File: config.mk
export PLATFORM = sky130hd
export DESIGN_NAME = top_layer
export DESIGN_NICKNAME = d
export VERILOG_FILES = /design/src/rtl/top_layer_pkg.sv /design/src/rtl/mult_datapath.sv /design/src/rtl/top_layer.sv
export SDC_FILE = /design/constraint.sdc
export NUM_CORES = 1
export LEC_CHECK = 0
export ABC_CLOCK_PERIOD_IN_PS = 3800
export CELL_PAD_IN_SITES_DETAIL_PLACEMENT = 1
export CELL_PAD_IN_SITES_GLOBAL_PLACEMENT = 1
export CORE_MARGIN = 2
export CORE_UTILIZATION = 46
export CTS_BUF_LIST = sky130_fd_sc_hd__clkbuf_4 sky130_fd_sc_hd__clkbuf_8
export CTS_CLUSTER_DIAMETER = 150
export DETAILED_ROUTE_END_ITERATION = 8
export PLACE_DENSITY_LB_ADDON = 0.3
export SLEW_MARGIN = 10
export SYNTH_ARGS = -nofsm -noshare
export SYNTH_HDL_FRONTEND = slang
export SYNTH_SLANG_ARGS = --single-unit
File: constraint.sdc
create_clock -name clk -period 3.8 [get_ports clk]
set_input_delay 0.57 -clock clk [delete_from_list [all_inputs] [get_ports clk]]
set_output_delay 0.57 -clock clk [all_outputs]
set_load 0.01 [all_outputs]
File: src/rtl/top_layer_pkg.sv
// Shared widths, FSM state type and sizing helper for the top_layer shift-add multiplier.
package top_layer_pkg;

  localparam int DEF_M_BITS = 12;
  localparam int DEF_N_BITS = 8;

  typedef enum logic {
    IDLE = 1'b0,
    RUN  = 1'b1
  } state_e;

  // Width of a counter that must reach n-1; never narrower than one bit.
  function automatic int cnt_width(input int n);
    return (n < 2) ? 1 : $clog2(n);
  endfunction

endpackage

File: src/rtl/mult_datapath.sv
// Operand shift registers, conditional adder and accumulator of the shift-add multiplier.
module mult_datapath
  import top_layer_pkg::*;
#(
  parameter int M_BITS = DEF_M_BITS,
  parameter int N_BITS = DEF_N_BITS
) (
  input  logic                     clk,
  input  logic                     rst,
  input  logic                     load_i,
  input  logic                     step_i,
  input  logic [M_BITS-1:0]        mpd_i,
  input  logic [N_BITS-1:0]        mpr_i,
  output logic [M_BITS+N_BITS-1:0] acc_next_o
);

  localparam int P_BITS = M_BITS + N_BITS;

  logic [P_BITS-1:0] mcand_q, mcand_d;
  logic [N_BITS-1:0] mplier_q, mplier_d;
  logic [P_BITS-1:0] acc_q, acc_d;
  logic [P_BITS-1:0] addend;

  // Full product width on both operands of the adder, so no carry is lost.
  assign addend = mplier_q[0] ? mcand_q : '0;

  always_comb begin
    mcand_d  = mcand_q;
    mplier_d = mplier_q;
    acc_d    = acc_q;
    if (load_i) begin
      mcand_d  = P_BITS'(mpd_i);
      mplier_d = mpr_i;
      acc_d    = '0;
    end else if (step_i) begin
      acc_d    = acc_q + addend;
      mcand_d  = mcand_q << 1;
      mplier_d = mplier_q >> 1;
    end
  end

  always_ff @(posedge clk or posedge rst) begin
    if (rst) begin
      mcand_q  <= '0;
      mplier_q <= '0;
      acc_q    <= '0;
    end else begin
      mcand_q  <= mcand_d;
      mplier_q <= mplier_d;
      acc_q    <= acc_d;
    end
  end

  // The top latches the post-step value so prod is final on the last RUN edge.
  assign acc_next_o = acc_d;

endmodule

File: src/rtl/top_layer.sv
// Sequential shift-add multiplier: FSM and bit counter around mult_datapath.
// Optional one-cycle done pulse when TOP_LAYER_DONE_PULSE_EN is defined.
module top_layer
  import top_layer_pkg::*;
#(
  parameter int M_BITS = DEF_M_BITS,
  parameter int N_BITS = DEF_N_BITS
) (
  input  logic [M_BITS-1:0]        mpd,
  input  logic [N_BITS-1:0]        mpr,
  input  logic                     start,
  input  logic                     clk,
  output logic                     busy,
  output logic [M_BITS+N_BITS-1:0] prod,
  input  logic                     rst
`ifdef TOP_LAYER_DONE_PULSE_EN
  ,
  output logic                     done
`endif
);

  localparam int          P_BITS = M_BITS + N_BITS;
  localparam int          CNT_W  = cnt_width(N_BITS);
  localparam [CNT_W-1:0]  LAST   = CNT_W'(N_BITS - 1);

  state_e             state_q;
  logic [CNT_W-1:0]   cnt_q;
  logic               busy_q;
  logic [P_BITS-1:0]  prod_q;
  logic [P_BITS-1:0]  acc_next;
  logic               load;
  logic               step;

  assign load = (state_q == IDLE) && start;
  assign step = (state_q == RUN);

  mult_datapath #(
    .M_BITS (M_BITS),
    .N_BITS (N_BITS)
  ) u_dp (
    .clk        (clk),
    .rst        (rst),
    .load_i     (load),
    .step_i     (step),
    .mpd_i      (mpd),
    .mpr_i      (mpr),
    .acc_next_o (acc_next)
  );

`ifdef TOP_LAYER_DONE_PULSE_EN
  logic done_q;
`endif

  always_ff @(posedge clk or posedge rst) begin
    if (rst) begin
      state_q <= IDLE;
      cnt_q   <= '0;
      busy_q  <= 1'b0;
      prod_q  <= '0;
`ifdef TOP_LAYER_DONE_PULSE_EN
      done_q  <= 1'b0;
`endif
    end else begin
`ifdef TOP_LAYER_DONE_PULSE_EN
      done_q <= 1'b0;
`endif
      case (state_q)
        IDLE: begin
          if (start) begin
            state_q <= RUN;
            cnt_q   <= '0;
            busy_q  <= 1'b1;
          end
        end
        RUN: begin
          // start is deliberately not looked at here; requests during RUN are dropped.
          if (cnt_q == LAST) begin
            state_q <= IDLE;
            busy_q  <= 1'b0;
            prod_q  <= acc_next;
`ifdef TOP_LAYER_DONE_PULSE_EN
            done_q  <= 1'b1;
`endif
          end else begin
            cnt_q <= cnt_q + 1'b1;
          end
        end
        default: begin
          state_q <= IDLE;
          busy_q  <= 1'b0;
        end
      endcase
    end
  end

  assign busy = busy_q;
  assign prod = prod_q;
`ifdef TOP_LAYER_DONE_PULSE_EN
  assign done = done_q;
`endif

endmodule

After elaboration in Yosys (flattened, before gate mapping)
Index checks and enable logic that the tools add are counted.
{"block": "word_totals", "output_inout_bits": 21, "regBits": 73, "in_bits": 23, "elab_cells": 35}
{"block": "op_classes", "n_addsub": 2, "n_eq_ne": 4, "bitwise_logic": 1, "n_reduce_logical": 5, "n_mux": 16}
{"operator": "$mux 20", "count": 5}
{"operator": "$add 20x20->20", "count": 1}
{"operator": "$mux 8", "count": 2}
{"operator": "$mux 3", "count": 2}
{"operator": "$pmux 3 s2", "count": 1}
{"operator": "$reduce_and 2->1", "count": 3}
{"operator": "$mux 1", "count": 4}
{"operator": "$ne 2x2->1 const B", "count": 2}
{"operator": "$pmux 1 s2", "count": 2}
{"operator": "$add 3x1->3 const B", "count": 1}
{"operator": "$eq 3x3->1 const B", "count": 1}
{"operator": "$ne 2x1->1 const B", "count": 1}
{"operator": "$reduce_bool 2->1", "count": 1}
{"operator": "$logic_and 1x1->1", "count": 1}
{"operator": "$not 1->1", "count": 1}

Depth between registers and ports, before layout
{"block": "logic_depth", "ltp_word": 4, "mapped_depth": 10, "depth_no_buf": 9}

Modules after synthesis
A second synthesis with hierarchy kept.
{"block": "unflattened", "cells_unflattened": 414, "area_unflattened_um2": 4311.6}
{"module": "mult_datapath", "cells_each": 348, "seq_area_each_um2": 1201.2, "area_each_um2": 3218.1, "instances": 1}
{"module": "top_layer", "cells_each": 66, "seq_area_each_um2": 625.6, "area_each_um2": 1093.5, "instances": 1}

Worst setup path after synthesis
Ideal clock, no wire load.
{"block": "synth_path", "path_type": "flip-flop to flip-flop", "startpoint": "reg u_dp.mplier_q[0]", "endpoint": "reg u_dp.acc_q[18]", "arrival_ns": 2.529, "path_slack_ns": 1.149, "path_stages_with_launch": 11, "n_path_buf": 1, "setup_time_ns": 0.122, "t_required_ns": 3.678, "period_less_slack_ns": 2.651, "path_cell_list": "dfrtp_1 clkbuf_1 and2_1 ha_1 fa_1 a211oi_2 o21bai_2 a21oi_4 a211oi_1 or3_1 a32o_1"}
{"block": "synth_via", "elab_chain_cells": 4}
{"item": "start: declaration", "line_no": "mult_datapath.sv:20", "rtl": "logic [N_BITS-1:0] mplier_q, mplier_d;"}
{"item": "start signal: assignment", "line_no": "mult_datapath.sv:49", "rtl": "mplier_q <= mplier_d;"}
{"item": "$mux 20", "line_no": "mult_datapath.sv:25", "rtl": "assign addend = mplier_q[0] ? mcand_q : '0;"}
{"item": "$add 20x20->20", "line_no": "mult_datapath.sv:36", "rtl": "acc_d = acc_q + addend;"}
{"item": "$mux 20", "line_no": "mult_datapath.sv:35", "rtl": "end else if (step_i) begin"}
{"item": "$mux 20", "line_no": "mult_datapath.sv:31", "rtl": "if (load_i) begin"}
{"item": "via acc_next[18]", "line_no": "top_layer.sv:30", "rtl": "logic [P_BITS-1:0] acc_next;"}
{"item": "end signal: assignment", "line_no": "mult_datapath.sv:46", "rtl": "acc_q <= '0;"}
{"item": "end signal: assignment", "line_no": "mult_datapath.sv:50", "rtl": "acc_q <= acc_d;"}
{"item": "end: declaration", "line_no": "mult_datapath.sv:21", "rtl": "logic [P_BITS-1:0] acc_q, acc_d;"}
The timed path passes the listed nets, and every way through them passes these cells.
A chain may end at the register's enable or synchronous reset.

Worst setup path after layout
Ends and elaborated chain as after synthesis.

==> out/metrics.yaml <==
p_int_mw: 2.11
vias_per_cell: 5.80
yosys_warnings: 0
switchingPower_mw: 1.42
io_buffers: 43
post-route-min-period_ns: 3.00
crit_path_end_kind: "flop"
synth.cell_area_um2: 4160
die_h_um: 99.0
fin_skew_ns: 0.00869
grt_max_degree: 53
synth_top_area_cell: "dfrtp_1"
drive_above_1_share_pct: 8.94
antenna_cells: 0
grt_pass1_wl_um: 17900
grt_pass1_vias: 3538
vdd.ir_drop.worst_v: 0.000307
final.period_utilization_pct: 78.9
layout.cells.non_filler: 578
io-pin-count: 44
p_seq_share_pct: 38.9
cts_tree: "done"
grtUsageTotal_pct: 23.1
power_mw: 3.53
power_density_nw_per_um2: 731
root_buffer: "clkbuf_8"
synthFlopType: "dfrtp_1"
dieArea_um2: 9810
antenna_found_initial: 0
die_w_um: 99.0
cp_max_fo: 21
core_um2: 8720
setup_tns_ns: 0
relSlewSlack_pct: 27.4
drt_pass1_iterations: 5
switching_share_pct: 40.1
drv_slew: 0
fillCellCount: 1008
clk_pin_slew_ns: 0.08
hpwlAfterDp_um: 7610
hp-class: "reg -> reg"
synth_area_leaders: "dfrtp_1 44%, ha_1 6.3%, nand2_1 6.1%, mux2i_1 5.3%, o21ai_0 4.6%"
fmax_ghz: 0.334
async_flop_share_pct: 100
hold_buffers: 0
initial_utilization_pct: 47.6
r2r_cells: 9
cts_num_sinks: 73
avgSynthCellArea_um2: 9.60
cts_buffer_depth: 2
h-tree-depth: 3
ant_nets: 0
syn-num-nets: 478
wl_per_cell_um: 18.5
synth_top_cell_area_share_pct: 44.0
place_area_um2: 4640
maxCapViolations: 0
cts_resized: 0
ys_seq_area_share_pct: 44.0
place.gp.congestion: 0.858
drtIter0Drc: 143
nNetsFinal: 510
finalSetupViolations: 0
status: "complete, no violations"
worst_skew_pair.late_latency_ns: 0.34
gr-total-overflow: 0
critPathArrivalTime_ns: 3.23
rsz0062_at_grt: "false"
critPathKind: "reg -> reg"
clock_power_share_pct: 17.4
fin_area_um2: 4830
drc_errors: 0
ys_ff_latch: 73
ys_types: 52
cts_setup_buffers: 0
timing.hold.ws_ns: 0.483
rows: 34
r2r_slack_ns: 0.80
worst_pin_slew_ns: 1.09
cts_made_buffers: 9
worstSetupStartpointType: "flop"
required_ns: 4.03
hold_path_depth: 2
syn2layout_area_growth_pct: 16.4
dp.cells: 562
synth-edff-count: 0
postSynthCellCount: 433
wl_um: 10700
dr_total_vias: 3350
finalHoldViolCount: 0
power.leakage_nw: 2.30
combPwrFrac_pct: 43.7
==> power by group through the flow <==
stage / logic (mW) / registers (mW) / clock network [mW]
2_1_floorplan: 1.06 / 1.31 / 0
3_3_place_gp: 1.47 / 1.36 / 0
3_5_place_dp: 1.54 / 1.39 / 0
4_1_cts: 1.55 / 1.38 / 0.627
5_1_grt: 1.71 / 1.42 / 0.659
6_report: 1.54 / 1.37 / 0.614
==> kinds of logic (layout without fill, tap and decap cells) <==
kind of cell | after synthesis | count (layout) | share of synthesized area, %
xor gates and xnor gates | 12 | 12 | 2.53
muxes | 29 | 29 | 7.20
adders and majority gates | 22 | 22 | 6.81
and+or+nand+nor | 141 | 141 | 15.8
DFF | 73 | 73 | 44.0
AOI/OAI and AO/OA | 122 | 122 | 20.2
buffers and inverters | 34 | 71 | 3.49
==> cells in the final DEF, fill, tap and decap left out, types with 4 or more instances in the layout <==
master	Yosys	routed
inv_1	6	5
nor2_1	21	21
buf_4	0	6
dfrtp_1	73	72
o211ai_1	4	4
o21ai_0	38	38
a31oi_1	14	14
a21oi_1	11	11
clkdlybuf4s50_1	0	42
clkbuf_8	0	10
nand2_1	67	67
nand3_1	9	9
xor2_1	8	8
mux2_2	7	7
xnor2_1	4	4
clkinv_2	0	4
a21o_1	18	18
mux2i_1	22	22
and2_1	25	25
ha_1	21	21
and3_1	7	7
==> worst max-delay path: stages, from the launching register on <==
cell and delay (ns):
dfrtp_1 0.58, and2_1 0.27, ha_1 0.21, fa_1 0.44, a211oi_2 0.25, o21bai_2 0.15
a21oi_4 0.21, a211oi_1 0.11, or3_1 0.38, a32o_1 0.28
==> cells in the mapped netlist, drive strengths merged (3+ instances only) <==
cell / n
a31oi: 16
o31ai: 3
buf: 13
mux2i: 22
inv: 6
xor2: 8
o32ai: 3
o21ai: 38
nand3: 10
mux2: 7
a211oi: 4
a31o: 4
nand2: 67
o211ai: 4
nand4: 3
dfrtp: 73
nor2: 21
or3: 3
a21oi: 12
ha: 21
o22ai: 3
a21o: 18
xnor2: 4
clkbuf: 15
and2: 25
and3: 7
==> layer usage <==
layer  track usage, %  vias up  share of wire [%]
li1                 -     1606                  -
met3             3.76       12                3.6
met5                0        -                  0
met2             36.8       60                 46
met4             8.22        0                1.4
met1             32.1     1672                 49
==> stage by stage <==
stage	util, %	setup WS (ns)
after floorplan	-	1.15
after global placement	53.2	0.934
after detailed placement	53.2	0.815
after CTS	55.4	0.807
after global routing	55.4	0.608
final	55.4	0.802
==> state kept, by name (all words and copies together), names as in the netlist <==
name and flops:
busy 1, cnt_q 3, prod 20, state_q 1, u_dp.acc_q 20, u_dp.mcand_q 20
u_dp.mplier_q 8
==> cell type report <==
class                   instances  area, um^2  share of cell area [%]
well taps                     108         135                    2.80
clock inverters                 6        57.6                    1.19
flip-flops and latches         73        1830                    37.8
inverters                       6        22.5                   0.466
repair buffers                 49         470                    9.73
clock buffers                  10         138                    2.85
multi-input cells             326        2180                    45.2
==> worst paths after layout <==
path	to	start
worst max-delay path	u_dp.acc_q[18]	u_dp.mplier_q[0]
worst min-delay path	prod[17]	prod[17]
max in group asynchronous	state_q	rst
worst min register to register	prod[17]	prod[17]
min in group asynchronous	u_dp.mplier_q[6]	rst
worst max register to register	u_dp.acc_q[18]	u_dp.mplier_q[0]
No activity file was read; power rests on OpenSTA's default activity.
==> RTL edit: new RTL, config.mk and constraints unchanged <==
Register the output `prod` once more, with the module's reset; this adds one clock of latency there. The other outputs are not delayed to match.
--- a/src/rtl/top_layer.sv
+++ b/src/rtl/top_layer.sv
@@ -96,3 +96,9 @@
   assign busy = busy_q;
-  assign prod = prod_q;
+  always_ff @(posedge clk or posedge rst) begin
+    if (rst) begin
+      prod <= '0;
+    end else begin
+      prod <= prod_q;
+    end
+  end
 `ifdef TOP_LAYER_DONE_PULSE_EN
Function: changed (a bounded check fails within 10 cycles, from zero or initial values and one cycle with rst high).
==> RTL edit against the unedited design <==
  * Global-route usage fell by 2.0 points
  * Die area rose by 13%
  * Wire length rose by 2.0%
  * Setup slack got worse by 0.061 ns
  * Design area rose by 12%
  * Non-clock buffer count fell by 3
  * Sequential cell count rose by 20
  * Clock power rose by 9.9%
  * Maximum frequency fell by 2.0%
  * Synthesized cell count rose by 8.1%
  * Power rose by 11%
  * Synthesized area rose by 13%
  * Critical endpoint is now u_dp.acc_q[16]$_DFF_PP0_
  * Largest cell class is now flip-flops and latches
  * Highest routed layer unchanged
==> RTL edit: results (changes against the unedited design) <==
MIN PATH
----------------------------------------------------------------------
Worst Hold Path Cells ...................................            0   -2
Startpoint of the tightest hold check path .............. prod_q[9]$_DFFE_PP0P_
Worst Hold Endpoint ..................................... prod[9]$_DFF_PP0_

DRT
----------------------------------------------------------------------
Iteration-0 DRC count of the detailed router ............          135   -5.6%
Overall via count from detail_route .....................         3564   +6.4%
Sum of met3 wire segment lengths after detailed routing .       307 um   -21%
Wire length on met1 .....................................      5360 um   +2.9%

WORST SETUP PATH
----------------------------------------------------------------------
RR Endpoint ............................................. u_dp.acc_q[16]$_DFF_PP0_
Delay of the slowest cell on the worst path .............      0.61 ns   +0.03 ns
Arrival time at the worst endpoint ......................      3.32 ns   +0.09 ns

GRT
----------------------------------------------------------------------
Global-route track usage on met1 ........................       29.47%   -2.6 points
Met2 demand-to-capacity share in global routing .........       33.53%   -3.3 points
Largest net degree at the start of global routing .......           79   +49%
Wire length of the first global-routing pass ............     18720 um   +4.6%
Overall Global Routing Usage ............................       21.15%   -2.0 points
Number of global-route vias before repair ...............         3733   +5.5%
Met3 track utilization from global routing ..............       4.180%   +0.42 points

PLACED DESIGN
----------------------------------------------------------------------
Post-placement cell count ...............................          621   +10%
Post-detailed-placement cell area .......................    5223 um^2   +13%

SYNTHESIS
----------------------------------------------------------------------
Net count of the mapped netlist .........................          513   +7.3%
Most frequent cells after synthesis ..................... 93 x sky130_fd_sc_hd__dfrtp_1, 61 x sky130_fd_sc_hd__nand2_1, 43 x sky130_fd_sc_hd__o21ai_0
Sequential-to-total area share from yosys stat ..........       49.49%   +5.5 points
Post-synth cell types ...................................           49   -5.8%

POWER AND IR DROP
----------------------------------------------------------------------
Maximum vdd drop ........................................  0.0003148 V   +2.5%
Internal Dissipation ....................................     2.426 mW   +15%

STA
----------------------------------------------------------------------
Minimum hold slack ......................................    0.3781 ns   -0.1053 ns
Relative max-transition margin ..........................       26.00%   -1.5 points
Worst Skew ..............................................  0.007298 ns   -0.001395 ns

RUN STATUS
----------------------------------------------------------------------
Status ..................................................    completed

FINAL LAYOUT
----------------------------------------------------------------------
Number of nets at the end of the flow ...................          544   +6.7%
Final cell count without fillers ........................          637   +10%

[RTL edit: final cells by class]
cell class,count,area (um^2)
clock buffer,9,123.9
clock inverter,7,73.82
fill,1091,4444
inverter,7,28.78
multi-input combinational,342,2251
sequential,93,2328
tap,133,166.4
timing repair buffer,46,447.9
[RTL edit: logic make-up (layout without fill, tap and decap cells)]
family	after synthesis	count (layout)	share of synthesized area [%]
flops	93	93	49.49
simple gates	152	152	16.05
buf+inv	33	69	2.634
compound gates	124	124	16.63
xor+xnor	13	13	2.422
mux	31	31	6.759
fa+ha+maj	22	22	6.014
[RTL edit: power by group through the flow]
stage / Clock [mW] / Combinational (mW) / Sequential [mW]
6_report: 0.675 / 1.55 / 1.70
2_1_floorplan: 0 / 1.07 / 1.63
3_5_place_dp: 0 / 1.55 / 1.72
3_3_place_gp: 0 / 1.47 / 1.70
5_1_grt: 0.727 / 1.74 / 1.77
4_1_cts: 0.695 / 1.57 / 1.71
